<file path="src/rtl/axis_strb_popcount.sv">
// Combinational byte count and shape classification of a strobe mask.
module axis_strb_popcount #(
    parameter int STRB_W = 64,
    parameter int CNT_W  = $clog2(STRB_W + 1)
) (
    input  logic [STRB_W-1:0] i_strb,
    output logic [CNT_W-1:0]  o_count,
    output logic              o_contig,
    output logic              o_all_ones,
    output logic              o_zero
);

    always_comb begin
        o_count = '0;
        for (int unsigned i = 0; i < STRB_W; i++) begin
            o_count = o_count + CNT_W'(i_strb[i]);
        end
    end

    // A mask of the form 2^k-1 has no carry overlap with itself plus one.
    assign o_contig   = ((i_strb & (i_strb + STRB_W'(1))) == '0);
    assign o_all_ones = &i_strb;
    assign o_zero     = ~|i_strb;

endmodule

</file>
<file path="config.mk">
export PLATFORM = sky130hd
export DESIGN_NAME = axis_strb_popcount
export DESIGN_NICKNAME = d
export VERILOG_FILES = /design/src/rtl/axis_strb_popcount.sv
export SDC_FILE = /design/constraint.sdc
export NUM_CORES = 1
export LEC_CHECK = 0
export ABC_AREA = 1
export CORE_MARGIN = 4
export CORE_UTILIZATION = 50
export DETAILED_ROUTE_END_ITERATION = 8
export PLACE_DENSITY_LB_ADDON = 0.05
export SLEW_MARGIN = 40
export SYNTH_ARGS = -nofsm -noshare
export SYNTH_HDL_FRONTEND = slang
export SYNTH_SLANG_ARGS = --single-unit
</file>
<file path="constraint.sdc">
create_clock -name vclk -period 9.1
set_input_delay 1.82 -clock vclk [all_inputs]
set_output_delay 1.82 -clock vclk [all_outputs]
set_load 0.03 [all_outputs]
</file>
==> key figures <==
Placed design
  • Final Wtd Congestion: 1.07
  • # port buffers: 74
  • Dpl cell area: 4830 µm²
  • Placed insts: 828
  • HPWL Detailed: 13300 µm

Synth
  • Commonest cells post-synth: nand2_1 (187), inv_1 (126), nor2_1 (103)
  • Post-Syn Nets: 736
  • Most common cell in the synthesized netlist: nand2_1
  • Post-Syn Area: 3540 µm²
  • Synth warn: 0
  • Syn Inst Count: 600
  • Post-synth top area cell: fa_1
  • Count of cell types in the netlist: 22
  • Average cell area after synthesis: 5.90 µm²
  • Synth top area share: 30.5%
  • Synth top area cells: fa_1 (31%), nand2_1 (20%), inv_1 (13%)
  • Post-synthesis sequential area ratio: 0%

Routing
  • Initial DRC count: 452
  • Vias per inst: 5.51
  • Routed WL per cell: 19.3 µm
  • ANT nets after route: 0
  • Routed WL: 16000 µm
  • Number of remaining DRC errors: 0
  • Vias: 4577
  • DRT Pass-1 Iters: 5

Timing
  • Max-slew headroom: 74.0%
  • Crit share post-route: 103%
  • Slew Viols, Final: 0
  • Hold Violations, Final: 0
  • Final setup vio count: 5
  • RSZ-0062 raised after global routing: yes
  • Measured slew at the worst slew-check pin: 387 ps
  • Crit path time final: 9360 ps
  • Worst setup margin: -261 ps
  • Final setup TNS: -719 ps
  • Peak Freq: 107 MHz

Layout
  • Seq. cell area: 0 µm²
  • Finished Layout Cells: 830
  • Area Growth Syn to Fin: 40.2%
  • Layout Utilization: 72.6%
  • Final instance area: 4960 µm²
  • Final nets: 872
  • Share of layout cells above drive strength 1: 23.0%
  • CLK BUF: 0
  • Antenna cell count: 0
  • Seq_cells: 0

Global route
  • Initial antenna violation count: 1
  • Total GRT Usage: 37.1%
  • Global-route wire length before repair: 24200 µm
  • Largest net degree at the start of global routing: 7
  • Grt total ovfl: 0
  • Vias in the first global route: 4553

Setup path
  • CP Capture Type: primary output
  • Critical Path RT: 7280 ps
  • Critical path fanouts, max: 2
  • Worst Path Arrival: 7540 ps
  • CP Launch Type: primary input
  • Setup Crit Path Kind: primary input to primary output

Floorplan
  • Die area: 8490 µm²
  • Row count: 30
  • Starting density of the core: 51.8%
  • Die width: 92.1 µm
  • Die span in y: 92.1 µm
  • I/O Pins: 74
  • Core area: 6830 µm²

Job
  • Max Cap Viol: 0

Run status
  • Outcome: finished, violations left
  • Failing checks: setup timing

Min path
  • Hold Crit Start: i_strb[2]
  • Worst Hold End: o_count[0]
  • Hold path depth: 3
  • Worst min path class: primary input to primary output
-- routing by layer --
layer	global-route usage [%]	share of wire, %
met1	48.6	38
met2	61.1	46
met3	8.37	12
met4	10.6	3.7
met5	0	0.12
-- logic make-up (layout without fill, tap and decap cells) --
kind of cell    after synthesis  after routing  synth area share [%]
xor+xnor                      4              4                 0.990
buf+inv                     126            260                  13.4
compound gates               37             37                  5.41
fa+ha+maj                    72             72                  36.9
simple gates                361            361                  43.3
-- layout by cell type, fill, tap and decap left out, types with 10 or more instances in the layout --
master | Yosys | routed
nor4_1 | 10 | 10
buf_4 | 0 | 61
fa_2 | 0 | 20
nand4_1 | 16 | 16
o21ai_0 | 21 | 20
ha_1 | 18 | 15
dlygate4sd2_1 | 0 | 14
nand3_1 | 21 | 20
clkdlybuf4s50_1 | 0 | 34
nor2_1 | 103 | 101
inv_2 | 0 | 27
inv_1 | 126 | 96
fa_1 | 54 | 34
nand2_1 | 187 | 187
-- worst max-delay path by stage --
stage,start,end,slack (ps),cells past startpoint
finish,i_strb[27],o_count[5],-260,23
global route,i_strb[47],o_count[5],-420,24
CTS,i_strb[39],o_count[5],-250,25
detailed placement,i_strb[39],o_count[5],-940,24
global placement,i_strb[35],o_count[5],-650,24
floorplan,i_strb[35],o_count[5],-20,22
-- timing repair --
item | 4_1_cts | 5_1_grt
hold buffers | 0 | 0
setup buffers | 1 | 2
setup endpoints to repair | 6 | 6
gates resized for setup | 114 | 52
pin swaps | 47 | 40
-- area by class of cell --
cell class | count | area (µm²)
well taps | 96 | 120
repair buffers | 134 | 1140
inverters | 126 | 483
multi-input cells | 474 | 3220
fillers | 592 | 1870
-- through the flow --
step                      setup WS, ps  hold WS [ps]
after CTS                         -249          4590
after detailed placement          -940          4560
after floorplan                  -15.6          3800
after global placement            -654          4550
after global routing              -418          4620
final                             -261          4600
-- worst max-delay path: stages --
cell and delay (ps):
dlygate4sd2_1 270, inv_1 80, fa_1 490, fa_2 540, inv_1 50, fa_2 510
inv_1 50, fa_2 540, fa_2 450, fa_1 550, fa_2 450, fa_1 500
inv_2 50, ha_4 160, buf_6 110, nand3_2 70, and2_4 150, inv_2 40
a21oi_2 120, nor2_2 50, nor2_2 180, xor2_2 160, buf_6 150
Power is not shown: default switching activity piles up to over one toggle a cycle in this logic, so the estimate is an artifact.
==> patch, RTL diff (same flow settings) <==
Change the parameter `STRB_W` from 64 to 128.
--- a/src/rtl/axis_strb_popcount.sv
+++ b/src/rtl/axis_strb_popcount.sv
@@ -1,6 +1,6 @@
 // Combinational byte count and shape classification of a strobe mask.
 module axis_strb_popcount #(
-    parameter int STRB_W = 64,
+    parameter int STRB_W = 128,
     parameter int CNT_W  = $clog2(STRB_W + 1)
 ) (
     input  logic [STRB_W-1:0] i_strb,
Ports: changed (resized i_strb and o_count); port bits go from 74 to 139. No check against the original RTL was run, so the function may have changed too.
==> patch against the original RTL <==
The flow still finishes with violations (negative setup slack); design area is 110% higher; final cell count is 120% higher; sequential share of layout area stayed put; maximum frequency is 12% lower; routed wire length grew to 2.6 times the old value; worst setup slack worse by 1200 ps; area after synthesis is 120% higher; critical path depth is 2 higher; critical path type unchanged.
Power is not shown: default switching activity piles up to over one toggle a cycle in this logic, so the estimate is an artifact.
==> patch: results <==
{
  "relSlewSlack_pct": 47.11,
  "status": "finished with violations",
  "grt_pass1_vias": 10290,
  "drive_gt1_share_pct": 18.63,
  "violations": "negative setup slack",
  "vias_per_cell": 5.848,
  "ys_types": 26,
  "grt_max_degree": 8,
  "yosysSeqAreaShare_pct": 0,
  "grt_antenna_before_repair": 0,
  "cp.arrival_ps": 8790,
  "place_congestion": 1.183,
  "first_iter_violations": 2022,
  "dpl.hpwl_um": 35510,
  "grt_first_pass_wirelength_um": 60150,
  "nFillCells": 1360,
  "antenna_cells": 0,
  "ys.warnings.count": 0,
  "drtPass1Iterations": 7,
  "synth_commonest_cells": "nand2_1, nor2_1, inv_1",
  "nNetsFinal": 1905,
  "synthesis.nets": 1622,
  "gr-usage-all-layers_pct": 45.78,
  "finalSetupViolations": 8,
  "avgRoutedWirePerCell_um": 23.04,
  "layout_setup_ws_ps": -1510,
  "worstPathMaxFanout": 2,
  "place_ws_ps": -2149,
  "hp-class": "in -> out",
  "nClkBuffers": 0,
  "io_buffer_count": 139,
  "ys_top_cells_by_area": "fa_1, nand2_1, nor2_1",
  "seq_cells": 0
}
==> patch: routing by layer <==
metal	share of wire [%]	vias to the layer above	track usage [%]
met5	0	-	0
met2	41	974	68.11
li1	-	4638	-
met1	35	4772	59.01
met4	7.1	0	20.48
met3	17	236	18.00
==> patch: worst paths after layout <==
path	start	end	slack, ps	depth (start not counted)
worst max-delay path	i_strb[101]	o_count[6]	-1510	25
worst min-delay path	i_strb[2]	o_count[0]	4700	3
==> patch: layout make-up <==
class | count | area, sq um | share of cell area (%)
inverters | 203 | 762.0 | 7.346
well taps | 184 | 230.2 | 2.220
multi-input cells | 1148 | 7037 | 67.84
repair buffers | 281 | 2344 | 22.59
==> patch: cell families (layout without fill, tap and decap cells) <==
family	count (synthesis)	after routing	synth area share (%)
AOI/OAI and AO/OA	40	40	2.743
xor gates and xnor gates	5	5	0.5749
adders and majority gates	143	143	34.82
buffers and inverters	203	484	10.00
and+or+nand+nor	960	960	51.86
==> patch: metrics by stage <==
step	utilization (%)	std cells	TNS (ps)	hold slack, ps	area (sq um)
2_1_floorplan	-	1351	-4461	3847	7675
3_3_place_gp	69.76	1809	-11170	4676	10290
3_5_place_dp	69.76	1809	-12420	4690	10290
4_1_cts	70.35	1817	-10810	4659	10380
5_1_grt	70.30	1816	-11020	4698	10370
6_report	70.30	1816	-9820	4703	10370
==> patch: critical path, cell delays in order <==
cell and delay, ps:
buf_6 100, fa_2 610, inv_2 50, fa_1 510, inv_2 40, fa_1 400, inv_2 90, fa_1 400
fa_1 520, fa_1 580, inv_1 60, fa_1 510, inv_2 60, fa_1 540, fa_1 470, fa_1 580
inv_2 60, buf_6 120, fa_2 410, a31oi_4 190, nor2_1 70, o21ai_1 170, nand2_2 110, xor2_4 160
buf_6 140
==> patch: repair_timing <==
action / 4_1_cts / 5_1_grt
hold buffers: 0 / 0
buffers inserted: 9 / 1
setup endpoints to repair: 8 / 8
gates resized for setup: 119 / 124
pin swaps: 64 / 79
cloned: 0 / 0
